<file path="config.mk">
export PLATFORM = sky130hd
export DESIGN_NAME = spi_slave_byte
export DESIGN_NICKNAME = d
export VERILOG_FILES = /design/src/rtl/spi_slave_byte_sync_edge.sv /design/src/rtl/spi_slave_byte.sv
export SDC_FILE = /design/constraint.sdc
export NUM_CORES = 1
export LEC_CHECK = 0
export ABC_AREA = 1
export CORE_UTILIZATION = 49
export DETAILED_ROUTE_END_ITERATION = 12
export GPL_TIMING_DRIVEN = 0
export PLACE_DENSITY_LB_ADDON = 0.3
export SLEW_MARGIN = 20
export SYNTH_ARGS = -nofsm -noshare
export SYNTH_HDL_FRONTEND = slang
export SYNTH_HIERARCHICAL = 1
export SYNTH_SLANG_ARGS = --single-unit
</file>
<file path="constraint.sdc">
create_clock -name wb_clk_i -period 1.3 [get_ports wb_clk_i]
set_input_delay 0.39 -clock wb_clk_i [delete_from_list [all_inputs] [get_ports wb_clk_i]]
set_output_delay 0.39 -clock wb_clk_i [all_outputs]
set_load 0.01 [all_outputs]
</file>
<file path="src/rtl/spi_slave_byte_sync_edge.sv">
// Multi-flop synchronizer for one asynchronous input, followed by a registered
// copy of the synchronized level used to flag rising and falling edges.
module spi_sync_edge #(
    parameter int   SYNC_STAGES = 2,
    parameter logic RESET_VAL   = 1'b0
) (
    input  logic wb_clk_i,
    input  logic wb_rst_i,
    input  logic d_i,
    output logic level_o,
    output logic rise_o,
    output logic fall_o
);
    logic [SYNC_STAGES-1:0] sync_q;
    logic                   prev_q;

    // Preloading to the idle level keeps reset release from looking like an edge.
    always_ff @(posedge wb_clk_i) begin
        if (wb_rst_i) begin
            sync_q <= {SYNC_STAGES{RESET_VAL}};
            prev_q <= RESET_VAL;
        end else begin
            sync_q <= {sync_q[SYNC_STAGES-2:0], d_i};
            prev_q <= sync_q[SYNC_STAGES-1];
        end
    end

    assign level_o = sync_q[SYNC_STAGES-1];
    assign rise_o  = level_o & ~prev_q;
    assign fall_o  = ~level_o & prev_q;
endmodule

</file>
<file path="src/rtl/spi_slave_byte.sv">
// SPI mode-0 byte slave, oversampled by wb_clk_i: MSB-first 8-bit frames,
// back-to-back bytes per CS assertion, one-entry TX holding register.
module spi_slave_byte #(
    parameter logic [7:0] IDLE_BYTE   = 8'hFF,
    parameter int         SYNC_STAGES = 2
) (
    input  logic       wb_clk_i,
    input  logic       wb_rst_i,
    input  logic       sck_i,
    input  logic       cs_n_i,
    input  logic       mosi_i,
    output logic       miso_o,
    output logic       miso_oe_o,
    output logic [7:0] rx_data_o,
    output logic       rx_valid_o,
    input  logic [7:0] tx_data_i,
    input  logic       tx_valid_i,
    output logic       tx_ready_o,
    output logic       tx_underrun_o,
    output logic       busy_o
);
    typedef enum logic {
        IDLE   = 1'b0,
        ACTIVE = 1'b1
    } state_e;

    localparam logic [2:0] SETTLE_CYC = 3'(SYNC_STAGES + 1);

    state_e     state_q, state_d;
    logic [2:0] bit_cnt_q, bit_cnt_d;
    logic [7:0] rx_shift_q, rx_shift_d;
    logic [7:0] tx_shift_q, tx_shift_d;
    logic [7:0] hold_q, hold_d;
    logic       hold_full_q, hold_full_d;
    logic [7:0] rx_data_q, rx_data_d;
    logic       rx_valid_q, rx_valid_d;
    logic       underrun_q, underrun_d;
    logic [2:0] settle_q, settle_d;
    logic       armed_q, armed_d;

    logic       sck_lvl, sck_rise, sck_fall;
    logic       cs_lvl, cs_rise, cs_fall;
    logic       mosi_lvl, mosi_rise, mosi_fall;
    logic       tx_load, handshake;
    logic [7:0] load_byte;
    logic       unused_sync;

    spi_sync_edge #(.SYNC_STAGES(SYNC_STAGES), .RESET_VAL(1'b0)) u_sync_sck (
        .wb_clk_i(wb_clk_i), .wb_rst_i(wb_rst_i), .d_i(sck_i),
        .level_o(sck_lvl), .rise_o(sck_rise), .fall_o(sck_fall)
    );

    spi_sync_edge #(.SYNC_STAGES(SYNC_STAGES), .RESET_VAL(1'b1)) u_sync_cs (
        .wb_clk_i(wb_clk_i), .wb_rst_i(wb_rst_i), .d_i(cs_n_i),
        .level_o(cs_lvl), .rise_o(cs_rise), .fall_o(cs_fall)
    );

    spi_sync_edge #(.SYNC_STAGES(SYNC_STAGES), .RESET_VAL(1'b0)) u_sync_mosi (
        .wb_clk_i(wb_clk_i), .wb_rst_i(wb_rst_i), .d_i(mosi_i),
        .level_o(mosi_lvl), .rise_o(mosi_rise), .fall_o(mosi_fall)
    );

    assign unused_sync = ^{sck_lvl, mosi_rise, mosi_fall};
    assign handshake   = tx_valid_i & ~hold_full_q;

    always_comb begin
        state_d     = state_q;
        bit_cnt_d   = bit_cnt_q;
        rx_shift_d  = rx_shift_q;
        tx_shift_d  = tx_shift_q;
        hold_d      = hold_q;
        hold_full_d = hold_full_q;
        rx_data_d   = rx_data_q;
        rx_valid_d  = 1'b0;
        underrun_d  = 1'b0;
        settle_d    = settle_q;
        armed_d     = armed_q;
        tx_load     = 1'b0;
        load_byte   = IDLE_BYTE;

        // A cs_n held low across reset reads as a falling edge once the
        // synchronizer refills; selection is only armed after cs_n is seen high.
        if (settle_q != SETTLE_CYC) begin
            settle_d = settle_q + 3'd1;
        end else if (cs_lvl) begin
            armed_d = 1'b1;
        end

        case (state_q)
            IDLE: begin
                if (armed_q && cs_fall) begin
                    state_d   = ACTIVE;
                    bit_cnt_d = 3'd0;
                    tx_load   = 1'b1;
                end
            end
            ACTIVE: begin
                if (cs_rise) begin
                    state_d   = IDLE;
                    bit_cnt_d = 3'd0;
                end else if (sck_rise) begin
                    rx_shift_d = {rx_shift_q[6:0], mosi_lvl};
                    bit_cnt_d  = bit_cnt_q + 3'd1;
                    if (bit_cnt_q == 3'd7) begin
                        rx_data_d  = {rx_shift_q[6:0], mosi_lvl};
                        rx_valid_d = 1'b1;
                    end
                end else if (sck_fall) begin
                    if (bit_cnt_q != 3'd0) begin
                        tx_shift_d = {tx_shift_q[6:0], 1'b0};
                    end else begin
                        tx_load = 1'b1;
                    end
                end
            end
            default: state_d = IDLE;
        endcase

        // A byte offered in the very cycle of a load bypasses the holding register.
        if (hold_full_q) begin
            load_byte = hold_q;
        end else if (handshake) begin
            load_byte = tx_data_i;
        end

        if (tx_load) begin
            tx_shift_d = load_byte;
            if (hold_full_q) begin
                hold_full_d = 1'b0;
            end else if (!handshake) begin
                underrun_d = 1'b1;
            end
        end else if (handshake) begin
            hold_d      = tx_data_i;
            hold_full_d = 1'b1;
        end
    end

    always_ff @(posedge wb_clk_i) begin
        if (wb_rst_i) begin
            state_q     <= IDLE;
            bit_cnt_q   <= 3'd0;
            rx_shift_q  <= 8'd0;
            tx_shift_q  <= 8'd0;
            hold_q      <= 8'd0;
            hold_full_q <= 1'b0;
            rx_data_q   <= 8'd0;
            rx_valid_q  <= 1'b0;
            underrun_q  <= 1'b0;
            settle_q    <= 3'd0;
            armed_q     <= 1'b0;
        end else begin
            state_q     <= state_d;
            bit_cnt_q   <= bit_cnt_d;
            rx_shift_q  <= rx_shift_d;
            tx_shift_q  <= tx_shift_d;
            hold_q      <= hold_d;
            hold_full_q <= hold_full_d;
            rx_data_q   <= rx_data_d;
            rx_valid_q  <= rx_valid_d;
            underrun_q  <= underrun_d;
            settle_q    <= settle_d;
            armed_q     <= armed_d;
        end
    end

    assign miso_oe_o     = (state_q == ACTIVE);
    assign busy_o        = (state_q == ACTIVE);
    assign miso_o        = (state_q == ACTIVE) & tx_shift_q[7];
    assign rx_data_o     = rx_data_q;
    assign rx_valid_o    = rx_valid_q;
    assign tx_ready_o    = ~hold_full_q;
    assign tx_underrun_o = underrun_q;
endmodule

</file>
**Word level (Yosys, flattened, before mapping)**

Index checks and enable logic that the tools add are counted.

- Bits of input ports: 14
- Word-level logic and storage cells: 76
- Flip-flop bits (word level): 50
- Output and inout port bits: 14

- Add/sub/neg operators: 2
- Reduce and logical (&&, ||, !) cells: 14
- Multiplexer cells: 22
- Bitwise logic cells: 16
- Equality and inequality tests: 6

Operator list:

| kind | count |
|---|---|
| 8-bit two-way mux | 8 |
| 1-bit inverter | 10 |
| 3-bit two-way mux | 3 |
| 1-bit two-way mux | 8 |
| 3-bit by 1-bit adder with 3-bit output, second input constant | 2 |
| 1-bit AND | 6 |
| 3-bit one-hot mux with 2 select lines | 1 |
| 2-bit AND reduction | 3 |
| 2-bit nonzero test | 3 |
| 5-bit AND reduction | 1 |
| 2-bit by 1-bit inequality test with 1-bit output, second input constant | 2 |
| 1-bit one-hot mux with 2 select lines | 2 |
| 4-bit AND reduction | 1 |
| 4-bit OR reduction | 1 |
| 3-bit == test, second input constant | 1 |
| 3-bit by 1-bit inequality test with 1-bit output, second input constant | 1 |
| 3-bit by 2-bit inequality test with 1-bit output, second input constant | 1 |
| 3-bit AND reduction | 1 |
| 3-bit nonzero test | 1 |
| 3-bit OR reduction | 1 |
| 2-bit inequality test, second input constant | 1 |
| 2-bit OR reduction | 1 |
| 1-bit logical AND | 1 |

**Logic depth before layout (Yosys ltp)**

Gate-level depths: netlist of the first run.

- Depth after elaboration: 8
- Gate-level depth with buffers: 12
- Depth with buffers taken out: 11

**By module**

Netlist of the first run, hierarchy kept.

By module, submodules not included:

| module | area each (µm²) | seq. area each (µm²) | cells each | instances |
|---|---|---|---|---|
| spi_slave_byte | 1888.1 | 840.8 | 258 | 1 |
| spi_sync_edge at u_sync_mosi ... | 93.8 | 60.1 | 12 | 2 |
| spi_sync_edge at u_sync_cs | 97.6 | 60.1 | 13 | 1 |

**Least setup slack after synthesis of the first run**

No wires, ideal clock.

- Path kind: register to register
- From: reg u_sync_sck.sync_q[1]
- To: reg tx_shift_q[5]
- Required time: 1.187 ns
- Stages on the path, launching flop included: 11
- Data arrival time: 1.219 ns
- Period minus slack after synthesis: 1.332 ns
- Buffers on the path: 1
- Library setup time: 0.113 ns
- Path slack: -0.032 ns
- Cell sequence: dfxtp_1 inv_1 nor2_1 nor2_1 nand3_1 nand3_4 nand2_4 buf_6 nand2_2 nand2_1 nor2_1

- Elaborated cells on any way between the ends: 14
- Those cells by class: 2 x eq/ne; 5 x mux; 3 x bitwise; 4 x reduce/logical

RTL lines:

| what | line | text |
|---|---|---|
| from (decl) | spi_slave_byte_sync_edge.sv:14 | `logic [SYNC_STAGES-1:0] sync_q;` |
| from (signal assigned) | spi_slave_byte_sync_edge.sv:20 | `sync_q <= {SYNC_STAGES{RESET_VAL}};` |
| from (signal assigned) | spi_slave_byte_sync_edge.sv:23 | `sync_q <= {sync_q[SYNC_STAGES-2:0], d_i};` |
| 1-bit AND (*) | spi_slave_byte_sync_edge.sv:29 | `assign rise_o = level_o & ~prev_q;` |
| via sck_rise | spi_slave_byte.sv:41 | `logic sck_lvl, sck_rise, sck_fall;` |
| 1-bit two-way mux | spi_slave_byte.sv:101 | `end else if (sck_rise) begin` |
| 1-bit two-way mux | spi_slave_byte.sv:98 | `if (cs_rise) begin` |
| 1-bit one-hot mux with 2 select lines | spi_slave_byte.sv:89 | `case (state_q)` |
| 2-bit by 1-bit inequality test with 1-bit output (no line) / 2-bit nonzero test (equally long branches) | - |  |
| 5-bit AND reduction (no line) | - |  |
| to (signal assigned) | spi_slave_byte.sv:156 | `tx_shift_q <= tx_shift_d;` |
| to (decl) | spi_slave_byte.sv:32 | `logic [7:0] tx_shift_q, tx_shift_d;` |

The timed path passes the listed nets; every way through them passes the cells marked *.
A chain may end at the register's enable or synchronous reset.

**Worst setup path in the final report of the first run**

- From: reg u_sync_cs.sync_q[1]
- To: reg tx_shift_q[5]

- Elaborated cells on any way between the ends: 14
- Those cells by class: 2 x eq/ne; 4 x mux; 3 x bitwise; 5 x reduce/logical

RTL lines:

| what | line | text |
|---|---|---|
| from (decl) | spi_slave_byte_sync_edge.sv:14 |  |
| from (signal assigned) | spi_slave_byte_sync_edge.sv:20 |  |
| from (signal assigned) | spi_slave_byte_sync_edge.sv:23 |  |
| 1-bit AND (*) | spi_slave_byte_sync_edge.sv:29 |  |
| via cs_rise | spi_slave_byte.sv:42 | `logic cs_lvl, cs_rise, cs_fall;` |
| 1-bit two-way mux | spi_slave_byte.sv:98 |  |
| 1-bit one-hot mux with 2 select lines | spi_slave_byte.sv:89 |  |
| 2-bit by 1-bit inequality test with 1-bit output (no line) / 2-bit nonzero test (equally long branches) | - |  |
| 5-bit AND reduction (no line) | - |  |

Marked as above.

==> run metrics, run 1 <==
final antenna diode count 0; mean instance size in the synthesized netlist 7.39 sq um; number of remaining DRC errors 0; final routed wirelength across all metal layers 5.14 mm; CTS root buffer clkbuf_8; number of global-route vias before repair 1908; number of inserted filler cells in the final layout 303; Std-Cell Rows 23; maximum frequency from static timing analysis 720 MHz; dpl hpwl 2.96 mm; proportion of power drawn by flip-flops and latches 0.573; failing checks negative setup slack; switching part of the total power 0.256; summed instance area of the synthesized netlist 0.00213 sq mm; CTS buffer count 5; Placeable Area 0.00409 sq mm; Crit path arrival time 1.60 ns; top-level I/O count 28; mean number of vias per cell 5.06; pins over their slew limit 0; Chip Height 68 um; Hold Slack 0.326 ns; internal power component 2.13 mW; Clock Power Share 0.304; fraction of final layout cells sized beyond drive strength 1 0.326; leakage power total 1.34 nW; horizontal die dimension 68 um; data required time of the critical path 1.51 ns; peak supply drop 0.731 mV; P per Cell Area 979 mW/mm^2; min setup slack post-route -0.0884 ns; number of detailed-routing iterations run before antenna repair 4; warnings from Yosys 6; Setup Skew 0.00439 ns; number of hold buffers added after CTS 0; endpoints failing hold 0; clock tree from TritonCTS yes; initial core utilization 0.522; maximum number of buffers from clock root to sink 2; total routed wire length on the met1 layer 2.19 mm; Crit. End Element flop; global-route wire length before repair 8.23 mm; final net count 363; Post-Syn Instances 289; clock-pin transition on the worst setup and hold timing paths 0.08 ns; Design Area, Final 0.00292 sq mm; met3 WL post-DR 180 um; highest signal layer in the routed design met4; die area 0.00462 sq mm; number of antenna violations at the first check in global routing 0; count of maximum capacitance violations 0; Antenna Violating Nets Remaining 0; worst rel slew slack 0.773; Global Route Usage Sum 0.242; post-synth net total 308; Congestion Overflow GR 0; maximum level of the CTS H-tree 2; highest fanout seen on the critical path 7; result of the run finished with violations; GP Congestion 0.750; number of input and output port buffers inserted 27; area overhead of the layout relative to synthesis 36.8%; combinational cell fraction of total power 0.123; setup repair after global routing missed its margin true; total cell area at the placement stage 0.00247 sq mm; final number of setup-violating endpoints 21; crit path launch type flop; 1st-iter DRT viols 67; number of sinks handled by clock tree synthesis 50; detailed-routed wire length on met2 2.66 mm; final routed wire length divided by cell count 13.1 um; transition time of the tightest slew-check pin 0.336 ns; clock latency on the worst-skew pair 0.30 ns; pin count of the biggest net entering global routing 15; total number of vias 1993; ratio of final minimum period to clock period 1.07; type of the worst setup path reg2reg; Net Switching 0.733 mW; type of the worst min-delay path in2reg; worst slack after detailed placement -0.866 ns; minimum clock period after layout 1.39 ns
==> cells in the final DEF (no fill, tap or decap), drive strengths merged <==
cell	instances
nand2	58
dfxtp	50
inv	46
nor2	41
buf	32
a21oi	28
nand3	28
o21ai	18
clkbuf	18
clkdlybuf4s50	12
ha	5
a211oi	2
clkdlybuf4s15	2
clkinv	1
xor2	1
nor3	1
clkinvlp	1
==> through the flow <==
| step | cells | util | setup TNS, ns | power (mW) |
|---|---|---|---|---|
| 6_report | 394 | 0.715 | -1.06 | 2.86 |
| 5_1_grt | 394 | 0.715 | -3.55 | 2.99 |
| 4_1_cts | 388 | 0.690 | -0.354 | 2.84 |
| 3_5_place_dp | 366 | 0.605 | -26.84 | 1.97 |
| 3_3_place_gp | 366 | 0.605 | -26.50 | 1.96 |
| 2_1_floorplan | 289 | - | 0 | 1.86 |
==> metal layers <==
layer	vias up	GRT usage
met1	936	0.269
met3	11	0.0533
li1	1010	-
met2	36	0.431
met5	-	0
met4	0	0.115
==> area by class of cell <==
type	instances	area [sq um]	area share
tap	50	62.6	0.0214
buffer	9	87.6	0.0300
sequential	50	1010	0.347
clock inverter	1	7.51	0.00257
clock buffer	6	72.6	0.0249
timing repair buffer	49	413	0.141
inverter	47	185	0.0634
multi-input combinational	182	1080	0.370
==> power by group through the flow <==
stage,Sequential (mW),Combinational (mW),Clock (mW)
after CTS,1.64,0.329,0.873
after global routing,1.65,0.393,0.948
after detailed placement,1.67,0.300,0
after global placement,1.67,0.289,0
final,1.64,0.350,0.870
after floorplan,1.66,0.201,0
==> worst paths after layout <==
check                                                 startpoint                               end  slack (ns)  cells after the start
worst min-delay path                                    wb_rst_i      u_sync_sck/prev_q$_SDFF_PP0_        0.33                      2
worst max register to register    u_sync_cs/sync_q[1]$_SDFF_PP1_        tx_shift_q[5]$_SDFFE_PP0P_       -0.09                     12
worst min register to register  u_sync_mosi/sync_q[0]$_SDFF_PP0_  u_sync_mosi/sync_q[1]$_SDFF_PP0_        0.41                      2
worst max-delay path              u_sync_cs/sync_q[1]$_SDFF_PP1_        tx_shift_q[5]$_SDFFE_PP0P_       -0.09                     12
==> state kept, by name, summed over array words and instances, names as in the netlist, 2 cells and up <==
name and cells:
bit_cnt_q 3, hold_q 8, rx_data_o 8, rx_shift_q 7, settle_q 3, tx_shift_q 8, u_sync_cs/sync_q 2, u_sync_mosi/sync_q 2
u_sync_sck/sync_q 2
==> worst max-delay path: stages (launching register included) <==
cell	delay, ns
dfxtp_2	0.35
inv_2	0.05
nor2_4	0.10
inv_2	0.06
nand2_4	0.08
nor2_4	0.05
nand2_4	0.13
nand3_4	0.11
nand2_8	0.11
buf_6	0.13
nand2_2	0.04
nand2_1	0.05
nor2_1	0.04
==> timing repair <==
item | CTS | global route
pin swaps | 21 | 6
cloned | 2 | 1
gates resized for setup | 85 | 57
setup buffers | 13 | 6
endpoints found under the setup margin | 50 | 51
Note: power is estimated with default switching activity, not from simulation.
==> run 2: changes to the inputs <==
--- a/config.mk
+++ b/config.mk
@@ -10,6 +10,7 @@
 export DETAILED_ROUTE_END_ITERATION = 12
 export GPL_TIMING_DRIVEN = 0
 export PLACE_DENSITY_LB_ADDON = 0.3
+export SETUP_SLACK_MARGIN = 0.5
 export SLEW_MARGIN = 20
 export SYNTH_ARGS = -nofsm -noshare
 export SYNTH_HDL_FRONTEND = slang
==> run metrics, run 2 (synthesis gave the netlist of run 1 again) <==
Congestion Overflow GR 0; Register-to-Register Path Depth 10; minimum clock period after layout 1.45 ns; Crit path arrival time 1.66 ns; fraction of final layout cells sized beyond drive strength 1 0.506; Global Route Usage Sum 0.267; 1st-iter DRT viols 91; type of the worst min-delay path in2reg; peak supply drop 0.824 mV; CTS buffer count 5; leading cell types in the layout, fill and taps excluded nand2_1, inv_1, buf_6; endpoints failing hold 0; internal power component 2.40 mW; P per Cell Area 944 mW/mm^2; maximum number of buffers from clock root to sink 2; initial core utilization 0.522; Placeable Area 0.00409 sq mm; Antenna Violating Nets Remaining 0; Chip Height 68 um; number of sinks handled by clock tree synthesis 50; final net count 376; combinational cell fraction of total power 0.148; area overhead of the layout relative to synthesis 60.8%; count of maximum capacitance violations 0; number of input and output port buffers inserted 27; Std-Cell Rows 23; final number of setup-violating endpoints 30; CP endpoint tx_shift_q[7]$_SDFFE_PP0P_; final routed wirelength across all metal layers 6.34 mm; mean number of vias per cell 5.29; data required time of the critical path 1.51 ns; result of the run finished with violations; Critical R2R Launch u_sync_sck/prev_q$_SDFF_PP0_; crit path launch type flop; maximum level of the CTS H-tree 2; top-level I/O count 28; launch instance of the worst min-delay path wb_rst_i; Setup Skew 0.00405 ns; ratio of final minimum period to clock period 1.12; proportion of power drawn by flip-flops and latches 0.513; clock-pin transition on the worst setup and hold timing paths 0.09 ns; Setup crit start u_sync_sck/prev_q$_SDFF_PP0_; global-route wire length before repair 9.07 mm; final routed wire length divided by cell count 15.5 um; dpl hpwl 3.00 mm; worst r2r dst tx_shift_q[7]$_SDFFE_PP0P_; final antenna diode count 0; pins over their slew limit 0; die area 0.00462 sq mm; setup slack of the worst register-to-register path -0.15 ns; highest fanout seen on the critical path 7; setup repair after global routing missed its margin true; pin count of the biggest net entering global routing 16; failing checks negative setup slack; min setup slack post-route -0.155 ns; Crit. End Element flop; switching part of the total power 0.260; number of detailed-routing iterations run before antenna repair 4; clock latency on the worst-skew pair 0.31 ns; number of remaining DRC errors 0; number of antenna violations at the first check in global routing 0; worst rel slew slack 0.814; total number of vias 2157; number of global-route vias before repair 2049; Net Switching 0.842 mW; clock tree from TritonCTS yes; Design Area, Final 0.00343 sq mm; leakage power total 1.52 nW; Hold Slack 0.372 ns; GP Congestion 0.755; Clock Power Share 0.339; total cell area at the placement stage 0.00262 sq mm; type of the worst setup path reg2reg; maximum frequency from static timing analysis 687 MHz; horizontal die dimension 68 um; CTS root buffer clkbuf_8; most common cell after layout, fill and taps aside nand2_1; transition time of the tightest slew-check pin 0.279 ns
run 2: cell count changes in the layout (fill, tap and decap cells not counted), moves of 4 or more:
cell	before	now
a21oi_2	4	18
o21ai_0	11	0
a21oi_1	24	10
clkbuf_2	10	1
buf_4	15	19
nand3_2	1	6
dfxtp_1	43	31
buf_6	14	32
o21ai_2	2	8
nor2_2	4	8
dfxtp_2	6	17
nand3_1	23	17
run 2: power groups by stage:
stage | Combinational [mW] | Sequential [mW] | Clock (mW)
3_3_place_gp | 0.344 | 1.68 | 0
4_1_cts | 0.411 | 1.65 | 1.09
2_1_floorplan | 0.252 | 1.68 | 0
3_5_place_dp | 0.353 | 1.69 | 0
5_1_grt | 0.531 | 1.67 | 1.15
6_report | 0.481 | 1.66 | 1.10
run 2: worst min path at each step:
stage                                                  to  slack, ns  depth (start not counted)
final                        u_sync_sck/prev_q$_SDFF_PP0_       0.37                          2
after global routing      u_sync_sck/sync_q[1]$_SDFF_PP0_       0.38                          2
after CTS                 u_sync_sck/sync_q[1]$_SDFF_PP0_       0.36                          2
after detailed placement  u_sync_sck/sync_q[1]$_SDFF_PP0_       0.39                          2
after global placement    u_sync_sck/sync_q[1]$_SDFF_PP0_       0.39                          2
after floorplan           u_sync_sck/sync_q[1]$_SDFF_PP0_       0.38                          2
run 2: routing by layer:
metal	global-route usage	up-vias	part of all wire
met2	0.490	49	0.53
met4	0.125	0	0.024
met1	0.289	1057	0.41
li1	-	1038	-
met3	0.0567	13	0.037
met5	0	-	0
run 2: per-stage QoR:
| stage | std cells | utilization | setup slack, ns | setup TNS, ns | total power, mW |
|---|---|---|---|---|---|
| finish | 408 | 0.840 | -0.155 | -1.49 | 3.24 |
| CTS | 398 | 0.787 | -0.0831 | -0.691 | 3.15 |
| global route | 408 | 0.840 | -0.208 | -3.56 | 3.35 |
| global placement | 366 | 0.641 | -0.519 | -15.91 | 2.03 |
| detailed placement | 366 | 0.641 | -0.512 | -16.10 | 2.04 |
| floorplan | 289 | - | 0.0283 | 0 | 1.93 |
run 2: timing repair:
action                                  4_1_cts  5_1_grt
pin swaps                                    20       17
cloned                                        3        0
hold buffers                                  0        0
buffers inserted                             21       10
endpoints found under the setup margin       64       56
resized for setup                           151       44
run 2: area by class of cell:
class | count | area, sq um
Timing Repair Buffer | 61 | 613
Tap cell | 50 | 62.6
Clock buffer | 5 | 68.8
Fill cell | 236 | 653
Inverter | 47 | 209
Multi-Input combinational cell | 182 | 1290
Clock inverter | 3 | 40.0
Sequential cell | 50 | 1030
Buffer | 10 | 115
run 2: worst max-delay path: stages (launching register included):
cell and delay (ns):
dfxtp_2 0.37, inv_2 0.05, nor2_2 0.15, inv_2 0.06
nor2_4 0.12, nand2_4 0.11, buf_4 0.17, nand3_1 0.06
nand2_1 0.07, nor2_2 0.13, nor2_1 0.06
==> run 3: changes to the inputs <==
==> constraint.sdc (replaced) <==
create_clock -name wb_clk_i -period 1.3 [get_ports wb_clk_i]
set_input_delay 0.39 -clock wb_clk_i [delete_from_list [all_inputs] [get_ports wb_clk_i]]
set_output_delay 0.39 -clock wb_clk_i [all_outputs]
set_load 0.1 [all_outputs]
==> run metrics, run 3 (synthesis gave the netlist of run 1 again) <==
result of the run finished with violations; failing checks negative setup slack; highest fanout seen on the critical path 7; detailed-routed wire length on met2 4.06 mm; Design Area, Final 0.00368 sq mm; crit path launch type flop; top-level I/O count 28; peak supply drop 0.820 mV; die area 0.00462 sq mm; total routed wire length on the met1 layer 2.91 mm; total cell area at the placement stage 0.00263 sq mm; number of input and output port buffers inserted 27; proportion of power drawn by flip-flops and latches 0.496; total number of vias 2363; maximum number of buffers from clock root to sink 2; final routed wirelength across all metal layers 8.01 mm; cell total after placement 366; number of detailed-routing iterations run before antenna repair 6; most common cell after layout, fill and taps aside inv_1; number of remaining DRC errors 0; global-route wire length before repair 9.98 mm; leakage power total 1.58 nW; pin count of the biggest net entering global routing 16; Net Switching 0.911 mW; number of global-route vias before repair 2158; CTS buffer count 5; fraction of final layout cells sized beyond drive strength 1 0.533; P per Cell Area 898 mW/mm^2; pins over their slew limit 0; number of sinks handled by clock tree synthesis 50; 1st-iter DRT viols 329; data required time of the critical path 1.53 ns; ratio of final minimum period to clock period 1.16; internal power component 2.39 mW; final standard cell utilization of the core 0.900; Congestion Overflow GR 0; final net count 380; CTS root buffer clkbuf_8; Crit path arrival time 1.73 ns; cell with the largest stage delay on the worst path dfxtp_2; number of standard cells in the final layout excluding fillers 412; Global Route Usage Sum 0.294; type of the worst min-delay path in2reg; Clock Power Share 0.339; highest signal layer in the routed design met4; final number of setup-violating endpoints 40; final antenna diode count 0; Placeable Area 0.00409 sq mm; critical-path cell list inv_2 -> nor2_4 -> buf_6 -> nand3_4 -> inv_4 -> nand2_4 -> inv_4 -> nand2_4 -> o21ai_1; min setup slack post-route -0.202 ns; Std-Cell Rows 23; largest stage delay on the critical path 0.37 ns; initial core utilization 0.522; maximum level of the CTS H-tree 2; Crit. End Element flop; combinational cell fraction of total power 0.165; count of maximum capacitance violations 0; Setup Skew 0.0180 ns; family with the most delay on the worst path simple AND/OR/NAND/NOR gates; Antenna Violating Nets Remaining 0; minimum clock period after layout 1.50 ns; clock-pin transition on the worst setup and hold timing paths 0.09 ns; final routed wire length divided by cell count 19.5 um; dpl hpwl 2.91 mm; clock latency on the worst-skew pair 0.33 ns; switching part of the total power 0.276; setup repair after global routing missed its margin true; transition time of the tightest slew-check pin 0.319 ns; number of antenna violations at the first check in global routing 0; endpoints failing hold 0; Worst Path Buf+Inv 4; met3 WL post-DR 615 um; Hold Slack 0.347 ns; leading cell types in the layout, fill and taps excluded inv_1, dfxtp_1, nand2_1; clock tree from TritonCTS yes; Chip Height 68 um; GP Congestion 0.772; type of the worst setup path reg2reg; number of hold buffers added after CTS 0; mean number of vias per cell 5.74; worst rel slew slack 0.787; area overhead of the layout relative to synthesis 72.3%; horizontal die dimension 68 um; maximum frequency from static timing analysis 666 MHz
run 3: cell count changes in the layout (fill, tap and decap cells not counted), moves of 4 or more:
cell and change:
dfxtp_2 -10, nand2_4 +4, a21oi_1 +4, a21oi_2 -4, buf_6 -15, buf_12 +13
nand2_2 +6, dfxtp_4 +10, nand2_1 -10
run 3: worst register-to-register path: cells and delay by family (launching register included):
kind,cells,cell delay [ns]
AO/OA/AOI/OAI,1,0.19
AND/OR/NAND/NOR,4,0.47
flip-flops,1,0.37
buffers and inverters,4,0.38
run 3: through the flow:
stage               worst slack (ns)  total power [mW]  TNS (ns)
floorplan                    -0.0657              1.95    -0.438
global placement              -0.702              2.04    -23.89
detailed placement            -0.710              2.06    -24.47
CTS                          -0.0847              3.21    -0.714
global route                  -0.297              3.41     -6.16
finish                        -0.202              3.30     -4.42
run 3: area by class of cell:
type	count	area, sq um
fillers	160	409
well taps	50	62.6
multi-input cells	183	1360
clock inverters	2	33.8
inverters	47	210
flip-flops and latches	50	1050
plain buffers	10	119
repair buffers	64	766
clock buffers	6	72.6
run 3: per-layer routing:
| metal | up-vias | global-route usage |
|---|---|---|
| met2 | 135 | 0.521 |
| met3 | 54 | 0.0767 |
| met1 | 1121 | 0.325 |
| met4 | 0 | 0.130 |
| li1 | 1053 | - |
| met5 | - | 0 |
run 3: power groups by stage:
| stage | combinational, mW | sequential, mW | clock (mW) |
|---|---|---|---|
| 2_1_floorplan | 0.282 | 1.67 | 0 |
| 3_3_place_gp | 0.376 | 1.66 | 0 |
| 3_5_place_dp | 0.394 | 1.67 | 0 |
| 4_1_cts | 0.479 | 1.64 | 1.09 |
| 5_1_grt | 0.587 | 1.65 | 1.18 |
| 6_report | 0.544 | 1.64 | 1.12 |
run 3: path summary, 6_finish.rpt:
| kind | start | to | slack, ns | cells past startpoint |
|---|---|---|---|---|
| max reg2reg | u_sync_sck/sync_q[1]$_SDFF_PP0_ | rx_data_o[4]$_SDFFE_PP0P_ | -0.20 | 9 |
| max | u_sync_sck/sync_q[1]$_SDFF_PP0_ | rx_data_o[4]$_SDFFE_PP0P_ | -0.20 | 9 |
| min reg2reg | u_sync_sck/sync_q[0]$_SDFF_PP0_ | u_sync_sck/sync_q[1]$_SDFF_PP0_ | 0.41 | 2 |
| min | wb_rst_i | u_sync_sck/sync_q[1]$_SDFF_PP0_ | 0.35 | 2 |
run 3: what timing repair did:
item | CTS | global route
gates cloned | 4 | 0
endpoints found under the setup margin | 64 | 56
buffers inserted | 22 | 12
pin swaps | 23 | 16
gates resized for setup | 238 | 47
